[src/rtl/sweep_pkg.sv]
// rtl/sweep_pkg.sv - shared state encoding, defaults and target compare for nonce_sweep_ctrl
// Contents: sweep_state_t state type and its constants, NONCE_WORD_DEFAULT, is_hit().
package sweep_pkg;

    typedef logic [3:0] sweep_state_t;

    localparam sweep_state_t ST_IDLE      = 4'd0;
    localparam sweep_state_t ST_WR_NONCE  = 4'd1;
    localparam sweep_state_t ST_LAUNCH    = 4'd2;
    localparam sweep_state_t ST_WAIT_LOW  = 4'd3;
    localparam sweep_state_t ST_WAIT_DONE = 4'd4;
    localparam sweep_state_t ST_RD_REQ    = 4'd5;
    localparam sweep_state_t ST_RD_WAIT   = 4'd6;
    localparam sweep_state_t ST_CHECK     = 4'd7;
    localparam sweep_state_t ST_FINISH    = 4'd8;

    localparam int NONCE_WORD_DEFAULT = 19;

    // A result word is a hit when it is strictly below the target (unsigned).
    function automatic logic is_hit(input logic [31:0] word, input logic [31:0] tgt);
        return word < tgt;
    endfunction

endpackage

[src/rtl/nonce_sweep_ctrl_if.sv]
// rtl/nonce_sweep_ctrl_if.sv - hash core handshake and shared memory port bundle
// Signals: hash_start/hash_done core handshake; mem_sel/mem_we/mem_addr/mem_write_data/mem_read_data memory port.
// Modports: master = sweep controller, slave = core/memory side.
interface nonce_sweep_ctrl_if;

    logic        hash_start;
    logic        hash_done;
    logic        mem_sel;
    logic        mem_we;
    logic [15:0] mem_addr;
    logic [31:0] mem_write_data;
    logic [31:0] mem_read_data;

    modport master (
        output hash_start,
        output mem_sel,
        output mem_we,
        output mem_addr,
        output mem_write_data,
        input  hash_done,
        input  mem_read_data
    );

    modport slave (
        input  hash_start,
        input  mem_sel,
        input  mem_we,
        input  mem_addr,
        input  mem_write_data,
        output hash_done,
        output mem_read_data
    );

endinterface

[src/rtl/nonce_sweep_ctrl.sv]
// rtl/nonce_sweep_ctrl.sv - sweeps a nonce range through the SHA-256 core and reports a hit
// Ports: clk, reset (sync, active-high); sweep_start/sweep_abort control; nonce_base, nonce_count,
//        target, message_addr, output_addr sweep setup; core (nonce_sweep_ctrl_if.master) core
//        handshake + shared memory port; busy, sweep_done, found, found_nonce, found_hash status.
// Option: NONCE_SWEEP_STATS_EN adds hashes_done[31:0], a saturating count of checked nonces.
module nonce_sweep_ctrl
    import sweep_pkg::*;
#(
    parameter int NONCE_WORD  = NONCE_WORD_DEFAULT,
    parameter bit STOP_ON_HIT = 1'b1
) (
    input  logic                    clk,
    input  logic                    reset,
    input  logic                    sweep_start,
    input  logic                    sweep_abort,
    input  logic [31:0]             nonce_base,
    input  logic [31:0]             nonce_count,
    input  logic [31:0]             target,
    input  logic [15:0]             message_addr,
    input  logic [15:0]             output_addr,
    nonce_sweep_ctrl_if.master      core,
    output logic                    busy,
    output logic                    sweep_done,
    output logic                    found,
`ifdef NONCE_SWEEP_STATS_EN
    output logic [31:0]             hashes_done,
`endif
    output logic [31:0]             found_nonce,
    output logic [31:0]             found_hash
);

    sweep_state_t state;
    logic [31:0]  cur;
    logic [31:0]  remaining;
    logic [31:0]  target_q;
    logic [15:0]  msg_q;
    logic [15:0]  out_q;
    logic         abort_q;
    logic [31:0]  rd_word;
    logic         zero_done;
    logic         hit;

    assign hit = is_hit(rd_word, target_q);

`ifdef NONCE_SWEEP_STATS_EN
    logic [31:0] stats_q;
    assign hashes_done = stats_q;

    always_ff @(posedge clk) begin
        if (reset) begin
            stats_q <= '0;
        end else if (state == ST_IDLE && sweep_start) begin
            stats_q <= '0;
        end else if (state == ST_CHECK && stats_q != 32'hFFFF_FFFF) begin
            stats_q <= stats_q + 32'd1;
        end
    end
`endif

    always_ff @(posedge clk) begin
        if (reset) begin
            state       <= ST_IDLE;
            cur         <= '0;
            remaining   <= '0;
            target_q    <= '0;
            msg_q       <= '0;
            out_q       <= '0;
            abort_q     <= 1'b0;
            rd_word     <= '0;
            zero_done   <= 1'b0;
            found       <= 1'b0;
            found_nonce <= '0;
            found_hash  <= '0;
        end else begin
            zero_done <= 1'b0;
            case (state)
                ST_IDLE: begin
                    if (sweep_start) begin
                        found <= 1'b0;
                        if (nonce_count == 32'd0) begin
                            // Empty sweep: report completion without touching memory.
                            zero_done <= 1'b1;
                        end else begin
                            cur       <= nonce_base;
                            remaining <= nonce_count;
                            target_q  <= target;
                            msg_q     <= message_addr;
                            out_q     <= output_addr;
                            abort_q   <= 1'b0;
                            state     <= ST_WR_NONCE;
                        end
                    end
                end
                ST_WR_NONCE:  state <= ST_LAUNCH;
                ST_LAUNCH:    state <= ST_WAIT_LOW;
                ST_WAIT_LOW:  if (!core.hash_done) state <= ST_WAIT_DONE;
                // The core writes its result as it re-enters idle, so the read is
                // issued one cycle after hash_done is seen high.
                ST_WAIT_DONE: if (core.hash_done) state <= ST_RD_REQ;
                ST_RD_REQ:    state <= ST_RD_WAIT;
                ST_RD_WAIT: begin
                    rd_word <= core.mem_read_data;
                    state   <= ST_CHECK;
                end
                ST_CHECK: begin
                    if (hit) begin
                        found       <= 1'b1;
                        found_nonce <= cur;
                        found_hash  <= rd_word;
                    end
                    cur       <= cur + 32'd1;
                    remaining <= remaining - 32'd1;
                    if (remaining == 32'd1 || (hit && STOP_ON_HIT) || abort_q) begin
                        state <= ST_FINISH;
                    end else begin
                        state <= ST_WR_NONCE;
                    end
                end
                ST_FINISH:    state <= ST_IDLE;
                default:      state <= ST_IDLE;
            endcase
            // Abort is sticky and only acted on at the next nonce boundary.
            if (busy && sweep_abort) begin
                abort_q <= 1'b1;
            end
        end
    end

    always_comb begin
        busy                = (state != ST_IDLE) && (state != ST_FINISH);
        sweep_done          = (state == ST_FINISH) || zero_done;
        core.hash_start     = (state == ST_LAUNCH);
        // The core owns memory only while it may be hashing.
        core.mem_sel        = !((state == ST_LAUNCH) || (state == ST_WAIT_LOW) ||
                                (state == ST_WAIT_DONE));
        core.mem_we         = (state == ST_WR_NONCE);
        core.mem_addr       = '0;
        core.mem_write_data = '0;
        if (state == ST_WR_NONCE) begin
            core.mem_addr       = msg_q + 16'(NONCE_WORD);
            core.mem_write_data = cur;
        end else if (state == ST_RD_REQ || state == ST_RD_WAIT) begin
            core.mem_addr       = out_q;
        end
    end

endmodule

[src/flat_wrapper.sv]
// flat-port wrapper written by rule: the top's interface ports become plain ports
module nonce_sweep_ctrl_flat import sweep_pkg::*;
#(
    parameter int NONCE_WORD  = NONCE_WORD_DEFAULT,
    parameter bit STOP_ON_HIT = 1'b1
)
  (clk, reset, sweep_start, sweep_abort, nonce_base, nonce_count, target, message_addr, output_addr, busy, sweep_done, found, found_nonce, found_hash, core_hash_start, core_mem_sel, core_mem_we, core_mem_addr, core_mem_write_data, core_hash_done, core_mem_read_data);
  nonce_sweep_ctrl_if core_i ();
  input  logic clk;
  input  logic reset;
  input  logic sweep_start;
  input  logic sweep_abort;
  input  logic [31:0] nonce_base;
  input  logic [31:0] nonce_count;
  input  logic [31:0] target;
  input  logic [15:0] message_addr;
  input  logic [15:0] output_addr;
  output logic busy;
  output logic sweep_done;
  output logic found;
  output logic [31:0] found_nonce;
  output logic [31:0] found_hash;
  output wire logic [$bits(core_i.hash_start)-1:0] core_hash_start;
  output wire logic [$bits(core_i.mem_sel)-1:0] core_mem_sel;
  output wire logic [$bits(core_i.mem_we)-1:0] core_mem_we;
  output wire logic [$bits(core_i.mem_addr)-1:0] core_mem_addr;
  output wire logic [$bits(core_i.mem_write_data)-1:0] core_mem_write_data;
  input wire logic [$bits(core_i.hash_done)-1:0] core_hash_done;
  input wire logic [$bits(core_i.mem_read_data)-1:0] core_mem_read_data;
  assign core_hash_start = core_i.hash_start;
  assign core_mem_sel = core_i.mem_sel;
  assign core_mem_we = core_i.mem_we;
  assign core_mem_addr = core_i.mem_addr;
  assign core_mem_write_data = core_i.mem_write_data;
  assign core_i.hash_done = core_hash_done;
  assign core_i.mem_read_data = core_mem_read_data;
  nonce_sweep_ctrl #(.NONCE_WORD(NONCE_WORD), .STOP_ON_HIT(STOP_ON_HIT)) u_core (.clk(clk), .reset(reset), .sweep_start(sweep_start), .sweep_abort(sweep_abort), .nonce_base(nonce_base), .nonce_count(nonce_count), .target(target), .message_addr(message_addr), .output_addr(output_addr), .core(core_i), .busy(busy), .sweep_done(sweep_done), .found(found), .found_nonce(found_nonce), .found_hash(found_hash));
endmodule
[config.mk]
export PLATFORM = sky130hd
export DESIGN_NAME = nonce_sweep_ctrl_flat
export DESIGN_NICKNAME = d
export VERILOG_FILES = /design/src/rtl/sweep_pkg.sv /design/src/rtl/nonce_sweep_ctrl_if.sv /design/src/rtl/nonce_sweep_ctrl.sv /design/src/flat_wrapper.sv
export SDC_FILE = /design/constraint.sdc
export NUM_CORES = 1
export LEC_CHECK = 0
export ABC_CLOCK_PERIOD_IN_PS = 2400
export CAP_MARGIN = 20
export CORE_ASPECT_RATIO = 0.5
export CORE_MARGIN = 4
export CORE_UTILIZATION = 45
export CTS_BUF_LIST = sky130_fd_sc_hd__clkbuf_16
export DETAILED_ROUTE_END_ITERATION = 16
export GPL_TIMING_DRIVEN = 0
export PLACE_DENSITY_LB_ADDON = 0.1
export SETUP_SLACK_MARGIN = 0.02
export SLEW_MARGIN = 30
export SYNTH_ARGS = -nofsm -noshare
export SYNTH_HDL_FRONTEND = slang
export SYNTH_SLANG_ARGS = --single-unit
[constraint.sdc]
create_clock -name clk -period 2.4 [get_ports clk]
set_input_delay 0.48 -clock clk [delete_from_list [all_inputs] [get_ports clk]]
set_output_delay 0.48 -clock clk [all_outputs]
set_load 0.05 [all_outputs]
==> results of run 1 <==
[cells in the final DEF (no fill, tap or decap), drive strengths merged, types with 6 or more instances in the layout]
| cell | synthesis | routed |
|---|---|---|
| nor3 | 34 | 34 |
| o211ai | 10 | 10 |
| and2 | 35 | 35 |
| a222oi | 8 | 8 |
| nand4 | 11 | 11 |
| a211oi | 14 | 14 |
| nor4 | 15 | 15 |
| nand2 | 279 | 279 |
| o21ai | 60 | 60 |
| nor2 | 135 | 135 |
| dfxtp | 231 | 231 |
| clkbuf | 67 | 86 |
| inv | 43 | 45 |
| xor2 | 12 | 12 |
| and3 | 15 | 15 |
| clkdlybuf4s50 | 0 | 228 |
| mux2i | 64 | 64 |
| a31oi | 10 | 10 |
| clkinv | 0 | 9 |
| a22oi | 6 | 6 |
| ha | 35 | 35 |
| buf | 20 | 131 |
| nand3 | 39 | 39 |
| a21oi | 172 | 172 |
[worst max path at each step]
| stage | cells past startpoint | start | slack [ps] | endpoint |
|---|---|---|---|---|
| 2_1_floorplan | 4 | u_core.state[3] | -130 | core_mem_addr[15] |
| 3_3_place_gp | 8 | nonce_count[19] | -1450 | u_core.out_q[3] |
| 5_1_grt | 8 | u_core.msg_q[8] | -300 | core_mem_addr[15] |
| 4_1_cts | 8 | u_core.msg_q[8] | -290 | core_mem_addr[15] |
| 3_5_place_dp | 8 | nonce_count[14] | -1490 | u_core.msg_q[8] |
| 6_report | 8 | u_core.msg_q[6] | -260 | core_mem_addr[13] |
[through the flow]
stage	total power, mW	hold slack, ps
global placement	6.62	441
finish	11.1	347
detailed placement	6.67	446
CTS	10.9	361
floorplan	5.74	432
global route	11.5	379
[routing by layer]
layer | vias up | global-route usage | wire length [um]
li1 | 5511 | - | -
met1 | 5699 | 0.379 | 18100
met2 | 516 | 0.483 | 19800
met3 | 82 | 0.0696 | 3100
met4 | 0 | 0.0978 | 1280
met5 | - | 0 | 0
[power by group through the flow]
stage                     Clock (mW)  Combinational, mW  Sequential (mW)
after floorplan                    0               1.42             4.33
after global placement             0               2.23             4.38
after detailed placement           0               2.27             4.40
after CTS                       3.91               2.66             4.33
after global routing            4.08               3.06             4.39
final                           3.90               2.87             4.36
[cell families (layout without fill, tap and decap cells)]
group,count (synthesis),count (layout),share of synthesized area
xor gates and xnor gates,15,15,0.0121
other,0,2,0
muxes,64,64,0.0589
and+or+nand+nor,588,589,0.241
buffers and inverters,131,508,0.0512
DFF,231,231,0.425
AOI/OAI and AO/OA,320,320,0.171
adders and majority gates,35,35,0.0403
[sequential cells by signal, summed over array words and instances, names as in the netlist]
| register | cells |
|---|---|
| u_core.cur | 32 |
| u_core.found_hash | 32 |
| u_core.found_nonce | 32 |
| u_core.rd_word | 32 |
| u_core.remaining | 32 |
| u_core.target_q | 32 |
| u_core.msg_q | 16 |
| u_core.out_q | 16 |
| u_core.state | 4 |
| u_core.abort_q | 1 |
| u_core.found | 1 |
| u_core.zero_done | 1 |
[layout make-up]
cell class              instances  area, sq um
diodes                          2         5.00
plain buffers                  81          556
clock buffers                  23          576
clock inverters                17          211
fillers                      1788         6480
inverters                      43          174
multi-input cells            1023         6520
flip-flops and latches        231         4690
well taps                     307          384
repair buffers                344         3680
[timing repair]
action                                  CTS  global route
endpoints found under the setup margin  249           224
gates resized for setup                 554           110
pin swaps                                33            30
endpoints found under the hold margin     0             0
gates cloned                             12             1
setup buffers                            37            22
==> reports/results.ini, run 1 <==
[layout]
area_growth_pct = 54.4
post-route-util = 0.722
drive_gt1_frac = 0.211
final_area_sq_um = 16800
fin_nets = 1946
fin_cells = 2071

[timing]
finalCriticalPeriod_ps = 2660
tns_ps = -13990
hold_violations = 0
slew_headroom = 0.497
worst_pin_slew_ps = 751
setup_violations = 114
max_freq_ghz = 0.376
finalWorstSetupSlack_ps = -262
final_max_slew_viol_count = 0
clock_skew_ps = 15.6
grt_setup_unrepaired = yes
timing.final.crit_share = 1.11

[setup_path]
worst_setup_path_end_kind = output port
worstReg2RegEnd = u_core.found_nonce[30]
reg2reg_depth = 11
critPathRequiredTime_ps = 1920
r2r_setup_slack_ps = -170
cp_max_fo = 2
cp-start-kind = register
cp_num_buf_inv = 2
crit_type = reg -> out
worstPathArrival_ps = 2180
crit_top_cell = and3_4
path_cells = and3_4 > and3_4 > and3_4 > and2_4 > buf_4 > xnor2_4 > o21ai_4 > buf_6
regToRegStartpoint = u_core.target_q[4]
max_stage_delay_ps = 350
path_delay_family = simple AND/OR/NAND/NOR gates
crit_slowest_cell = dfxtp_4

[clock_tree]
cts_tree = built
cts_buffers = 22
clk_latency_ps = 520
h-tree-depth = 1
root_buffer = clkbuf_16
cts.path.max_buffers = 3
cts.sink_count = 231
clkTransAtPathRegs_ps = 70
hold_buffers = 0

[min_path]
hold_class = in -> reg
whs_endpoint = u_core.cur[21]
worstHoldPathCells = 2
hold_path_startpoint = reset

[detailed_routing]
wire_per_inst_um = 20.4
drt_pass1_iterations = 5
ant_nets = 0
num_vias = 11800
drc = 0
wirelength_um = 42300
viasPerCell = 5.70
drt_iter0_drc = 1003

[global_route]
overflow = 0
antenna_found_initial = 2
grt_max_degree = 16
grt_pass1_wl_um = 63500
grt.total_usage = 0.293
grt_pass1_vias = 11600

[power_and_ir_drop]
clkPwrFrac = 0.350
p_per_area_nw_per_um2 = 663
switchingPower_mw = 3.52
p_int_mw = 7.62
power.leakage_nw = 6.18
pwr-share-seq = 0.392
share_comb_of_total_power = 0.258
peakVddDrop_v = 0.000390
p_sw_frac = 0.316

[synth]
yosys_warnings = 0
synth-seq-cells = 231
yosys.area.top_type = dfxtp_1
ys.flop_type = dfxtp_1
synth.area.top_cells = dfxtp_1 43%, nand2_1 9.6%, a21oi_1 7.9%
ys_types = 64
synth.most_common_cell = nand2_1
synth_common_cells = 279 x nand2_1, 231 x dfxtp_1, 172 x a21oi_1
synth_top_area_frac = 0.425
syn_nets = 1584
synth_area_sq_um = 10900
synth_edf_count = 0
synth_cells = 1384
synth.avg_cell_area_sq_um = 7.86
yosysSeqAreaShare = 0.425
async_reset_ff_frac = 0

[placement]
port_buffers = 281
gp_congestion = 0.929
pre_cts_ws_ps = -1490
placed_area_sq_um = 14300
post-dp-hpwl_um = 29300
dp.cells = 1972

[floorplan]
initial_core_util = 0.467
die_w_um = 228
io_pins = 283
die_area_sq_um = 26900
core_sq_um = 23300
die_h_um = 118
rows = 39

[run_status]
outcome = finished, violations left
failed_checks = negative setup slack

[flow_run]
cap_violations = 0

(Power assumes the default switching activity.)
==> run 2, diff against run 1 <==
Settings changed: CELL_PAD_IN_SITES_DETAIL_PLACEMENT set to 0, CELL_PAD_IN_SITES_GLOBAL_PLACEMENT set to 2, CORE_UTILIZATION 45 to 25.
==> reports/results.ini, run 2 (synthesis gave the netlist of run 1 again) <==
[power_and_ir_drop]
switchingPower_mw = 3.64  ; +3.6%
p_per_area_nw_per_um2 = 637  ; -3.8%
total_power_mw = 10.9  ; -1.9%
pwr-share-seq = 0.400  ; +0.008
peakVddDrop_v = 0.000468  ; +20%
power.leakage_nw = 6.14  ; -0.62%
clkPwrFrac = 0.331  ; -0.019
p_int_mw = 7.27  ; -4.5%
share_comb_of_total_power = 0.268  ; +0.010
p_sw_frac = 0.334  ; +0.0178

[setup_path]
worstPathArrival_ps = 2210  ; +30 ps
regToRegStartpoint = u_core.target_q[31]
critPathRequiredTime_ps = 1920  ; about the same
reg2reg_depth = 12  ; +1
r2r_setup_slack_ps = -210  ; -40 ps
cp_max_fo = 3  ; +1
worst_setup_path_end_kind = output port
worstReg2RegEnd = u_core.found_nonce[13]
crit_type = reg -> out
cp-start-kind = register

[timing]
setup_violations = 114  ; unchanged
timing.final.crit_share = 1.12  ; +0.00992
worst_pin_slew_ps = 901  ; +150 ps
max_freq_ghz = 0.372  ; -0.89%
finalCriticalPeriod_ps = 2690  ; +23.8 ps
finalWorstSetupSlack_ps = -286  ; -23.8 ps
final_max_slew_viol_count = 0  ; unchanged
clock_skew_ps = 25.0  ; +9.42 ps
hold_violations = 0  ; unchanged
slew_headroom = 0.400  ; -0.0975
grt_setup_unrepaired = yes

[floorplan]
rows = 53  ; +36%
initial_core_util = 0.256  ; -0.211
die_h_um = 156  ; +32%
core_sq_um = 42400  ; +82%
die_w_um = 303  ; +33%
io_pins = 283  ; unchanged
die_area_sq_um = 47100  ; +75%

[detailed_routing]
drc = 0  ; unchanged
drt_pass1_iterations = 6  ; +1
drt_iter0_drc = 738  ; -26%
num_vias = 11300  ; -3.9%
ant_nets = 0  ; unchanged
wire_per_inst_um = 20.3  ; -0.50%
viasPerCell = 4.85  ; -15%
wirelength_um = 47500  ; +12%

[layout]
final_area_sq_um = 17100  ; +2.0%
fill_cells = 4359  ; +140%
fin_cells = 2337  ; +13%
fin_nets = 1941  ; -0.26%
mostFrequentLayoutCells = 274 x nand2_1, 228 x clkdlybuf4s50_1, 194 x dfxtp_1
area_growth_pct = 57.4
layout_commonest_cell = nand2_1
drive_gt1_frac = 0.213  ; +0.00162

[placement]
port_buffers = 281  ; unchanged
pre_cts_ws_ps = -1850  ; -356 ps
placed_area_sq_um = 14600  ; +2.4%
post-dp-hpwl_um = 34800  ; +19%
dp.cells = 2242  ; +14%
gp_congestion = 0.836  ; -10%

[min_path]
hold_path_startpoint = reset
whs_endpoint = u_core.cur[21]
worstHoldPathCells = 2  ; unchanged
hold_class = in -> reg

[clock_tree]
root_buffer = clkbuf_16
clk_latency_ps = 550  ; +30 ps
clkTransAtPathRegs_ps = 70  ; about the same
cts_buffers = 24  ; +9.1%
cts.path.max_buffers = 3  ; unchanged
cts.sink_count = 231  ; unchanged
cts_tree = built
h-tree-depth = 1  ; unchanged

[global_route]
grt_max_degree = 14  ; -2
grt_pass1_vias = 11300  ; -2.3%
antenna_found_initial = 3  ; +1
grt_pass1_wl_um = 70100  ; +10%
grt.total_usage = 0.195  ; -0.0982
overflow = 0  ; unchanged

[run_status]
outcome = finished, violations left
failed_checks = negative setup slack

[flow_run]
cap_violations = 0  ; unchanged

run 2: cell types whose count changed in the layout (fill, tap and decap cells not counted), sizes merged, moves of 2 or more:
cell,previous run,this run
bufinv,5,1
buf,131,127
inv,45,50
clkinv,9,11
run 2: final cells by class:
class	instances	area (sq um)	share of cell area
Multi-Input combinational cell	1022	6580	0.384
Sequential cell	231	4680	0.273
Timing Repair Buffer	337	3650	0.213
Tap cell	577	722	0.0422
Clock buffer	24	601	0.0351
Buffer	82	599	0.0350
Inverter	43	176	0.0103
Clock inverter	19	114	0.00665
Antenna cell	2	5.00	0.000292
run 2: layer usage:
layer,up-vias,share of wire,wire [um],track usage
met4,0,0.016,768,0.0342
li1,5503,-,-,-
met1,5532,0.44,20700,0.249
met3,48,0.042,1980,0.0284
met2,259,0.51,24100,0.352
met5,-,0,0,0
run 2: power groups by stage:
stage                     logic, mW  clock network [mW]  registers [mW]
final                          2.93                3.62            4.37
after global routing           3.16                3.90            4.40
after CTS                      2.75                3.73            4.35
after detailed placement       2.37                   0            4.41
after global placement         2.34                   0            4.41
after floorplan                1.42                   0            4.33
run 2: worst max path at each step:
stage	start	endpoint	slack, ps	cells after the start
detailed placement	nonce_count[21]	u_core.target_q[28]	-1850	8
floorplan	u_core.state[3]	core_mem_addr[15]	-130	4
global placement	nonce_count[21]	u_core.target_q[16]	-1770	8
CTS	u_core.msg_q[6]	core_mem_addr[15]	-350	8
finish	u_core.msg_q[8]	core_mem_addr[15]	-290	8
global route	u_core.target_q[31]	u_core.found_nonce[9]	-400	12
run 2: timing repair:
item,in CTS,in global routing
setup endpoints to repair,249,231
setup buffers,32,19
resized for setup,573,96
cloned,8,1
hold buffers,0,0
pin swaps,32,39
run 2: per-stage QoR:
stage / hold WS, ps / TNS [ps] / util
floorplan: 432 / -1240 / -
global placement: 443 / -248350 / 0.345
detailed placement: 448 / -250100 / 0.345
CTS: 341 / -15480 / 0.393
global route: 341 / -33640 / 0.404
finish: 373 / -18830 / 0.404
run 2: worst max-delay path: stages (launching register included):
cell and delay [ps]:
dfxtp_2 350, and3_4 190, and3_4 180, and3_4 180, and2_4 160, nand3_2 80, xor2_1 160, o21ai_2 170
buf_6 180
==> run 3, diff against run 2 <==
Settings changed: CORE_ASPECT_RATIO 0.5 to 1.75.
==> reports/results.ini, run 3 (synthesis gave the netlist of run 1 again) <==
[timing]
hold_violations = 0  ; unchanged
finalWorstSetupSlack_ps = -253  ; +32.7 ps
max_freq_ghz = 0.377  ; +1.2%
final_max_slew_viol_count = 0  ; unchanged
setup_violations = 114  ; unchanged
clock_skew_ps = 36.8  ; +11.8 ps
grt_setup_unrepaired = yes
slew_headroom = 0.392  ; -0.00804
worst_pin_slew_ps = 913  ; +12.1 ps
timing.final.crit_share = 1.11  ; -0.0136
tns_ps = -17060  ; +1770 ps
worst_hold_slack_ps = 287  ; -86.1 ps
finalCriticalPeriod_ps = 2650  ; -32.7 ps

[clock_tree]
hold_buffers = 0  ; unchanged
cts.path.max_buffers = 3  ; unchanged
root_buffer = clkbuf_16
cts_buffers = 26  ; +8.3%
cts.sink_count = 231  ; unchanged
h-tree-depth = 1  ; unchanged
cts_tree = built
clkTransAtPathRegs_ps = 70  ; about the same
clk_latency_ps = 570  ; +20 ps

[layout]
mostFrequentLayoutCells = 276 x nand2_1, 227 x clkdlybuf4s50_1, 192 x dfxtp_1
drive_gt1_frac = 0.214  ; +0.00122
fin_cells = 2325  ; -0.51%
area_growth_pct = 57.9
fin_nets = 1942  ; +0.052%
multi_input_area_sq_um = 6550  ; -0.32%
layout_commonest_cell = nand2_1
final_area_sq_um = 17200  ; +0.28%
seq_area_sq_um = 4690  ; +0.16%
fill_cells = 4486  ; +2.9%
post-route-util = 0.401  ; -0.00216

[placement]
dp.cells = 2226  ; -0.71%
port_buffers = 281  ; unchanged
placed_area_sq_um = 14600  ; -0.17%
post-dp-hpwl_um = 36700  ; +5.5%
gp_congestion = 0.818  ; -2.1%
pre_cts_ws_ps = -2040  ; -192 ps

[setup_path]
r2r_setup_slack_ps = -160  ; +50 ps
crit_type = reg -> out
critPathRequiredTime_ps = 1920  ; about the same
cp_max_fo = 7  ; +4
cp-start-kind = register
worstPathArrival_ps = 2170  ; -40 ps
cp-startpoint = u_core.state[1]
worst_setup_path_end_kind = output port
regToRegStartpoint = u_core.target_q[17]

[global_route]
grt_pass1_vias = 11700  ; +3.6%
grt.total_usage = 0.200  ; +0.00588
grt_pass1_wl_um = 72700  ; +3.6%
antenna_found_initial = 2  ; -1
overflow = 0  ; unchanged
grt_max_degree = 14  ; unchanged

[floorplan]
core_sq_um = 42800  ; +0.83%
die_w_um = 166  ; -45%
die_h_um = 284  ; +83%
die_area_sq_um = 47000  ; -0.15%
initial_core_util = 0.254  ; -0.00210
rows = 100  ; +89%
io_pins = 283  ; unchanged

[detailed_routing]
wirelength_um = 49500  ; +4.2%
num_vias = 11300  ; -0.27%
drt_iter0_drc = 703  ; -4.7%
viasPerCell = 4.86  ; +0.24%
ant_nets = 0  ; unchanged
wire_per_inst_um = 21.3  ; +4.8%
drc = 0  ; unchanged
drt_pass1_iterations = 5  ; -1

[power_and_ir_drop]
total_power_mw = 11.4  ; +4.1%
power.leakage_nw = 6.17  ; +0.52%
peakVddDrop_v = 0.000403  ; -14%
p_per_area_nw_per_um2 = 662  ; +3.8%

[min_path]
hold_class = in -> reg
hold_path_startpoint = reset

[flow_run]
cap_violations = 0  ; unchanged

[run_status]
failed_checks = negative setup slack
outcome = finished, violations left

## run 3: cell count changes in the layout (fill, tap and decap cells not counted), moves of 4 or more
| cell | before | now |
|---|---|---|
| clkinv_2 | 3 | 8 |
| clkbuf_2 | 13 | 17 |
| inv_1 | 38 | 42 |
| inv_2 | 11 | 4 |
## run 3: routing by layer
layer / up-vias / wire, um / GRT usage
met4: 0 / 1500 / 0.0679
met3: 65 / 2080 / 0.0259
met2: 335 / 27400 / 0.395
met5: - / 0 / 0
met1: 5408 / 18500 / 0.217
li1: 5503 / - / -
## run 3: final timing paths
kind	to	depth (start not counted)
min	u_core.cur[21]	2
min reg2reg	u_core.target_q[2]	2
max	core_mem_write_data[10]	5
max reg2reg	u_core.found_nonce[20]	12
## run 3: critical path, stage by stage, from the launching register on
cell and delay (ps):
dfxtp_4 360, or4b_4 640, clkinv_8 150, clkbuf_16 160
and2_4 140, buf_8 140
## run 3: layout make-up
class | count | area share
multi-input combinational | 1022 | 0.382
sequential | 231 | 0.273
timing repair buffer | 334 | 0.209
tap | 561 | 0.0409
clock buffer | 26 | 0.0379
buffer | 84 | 0.0361
clock inverter | 22 | 0.0109
inverter | 43 | 0.0101
antenna | 2 | 0.000291
## run 3: repair_timing
item | in CTS | in global routing
setup buffers | 28 | 19
pin swaps | 26 | 29
gates cloned | 10 | 1
endpoints found under the setup margin | 269 | 231
gates resized for setup | 573 | 94
## run 3: report_power, final
| part | total [mW] | internal [mW] | leakage, nW | switching, mW |
|---|---|---|---|---|
| logic | 2.94 | 1.24 | 3.84 | 1.70 |
| registers | 4.36 | 4.09 | 1.90 | 0.265 |
| clock network | 4.06 | 2.30 | 0.430 | 1.77 |
| total | 11.4 | 7.63 | 6.17 | 3.73 |
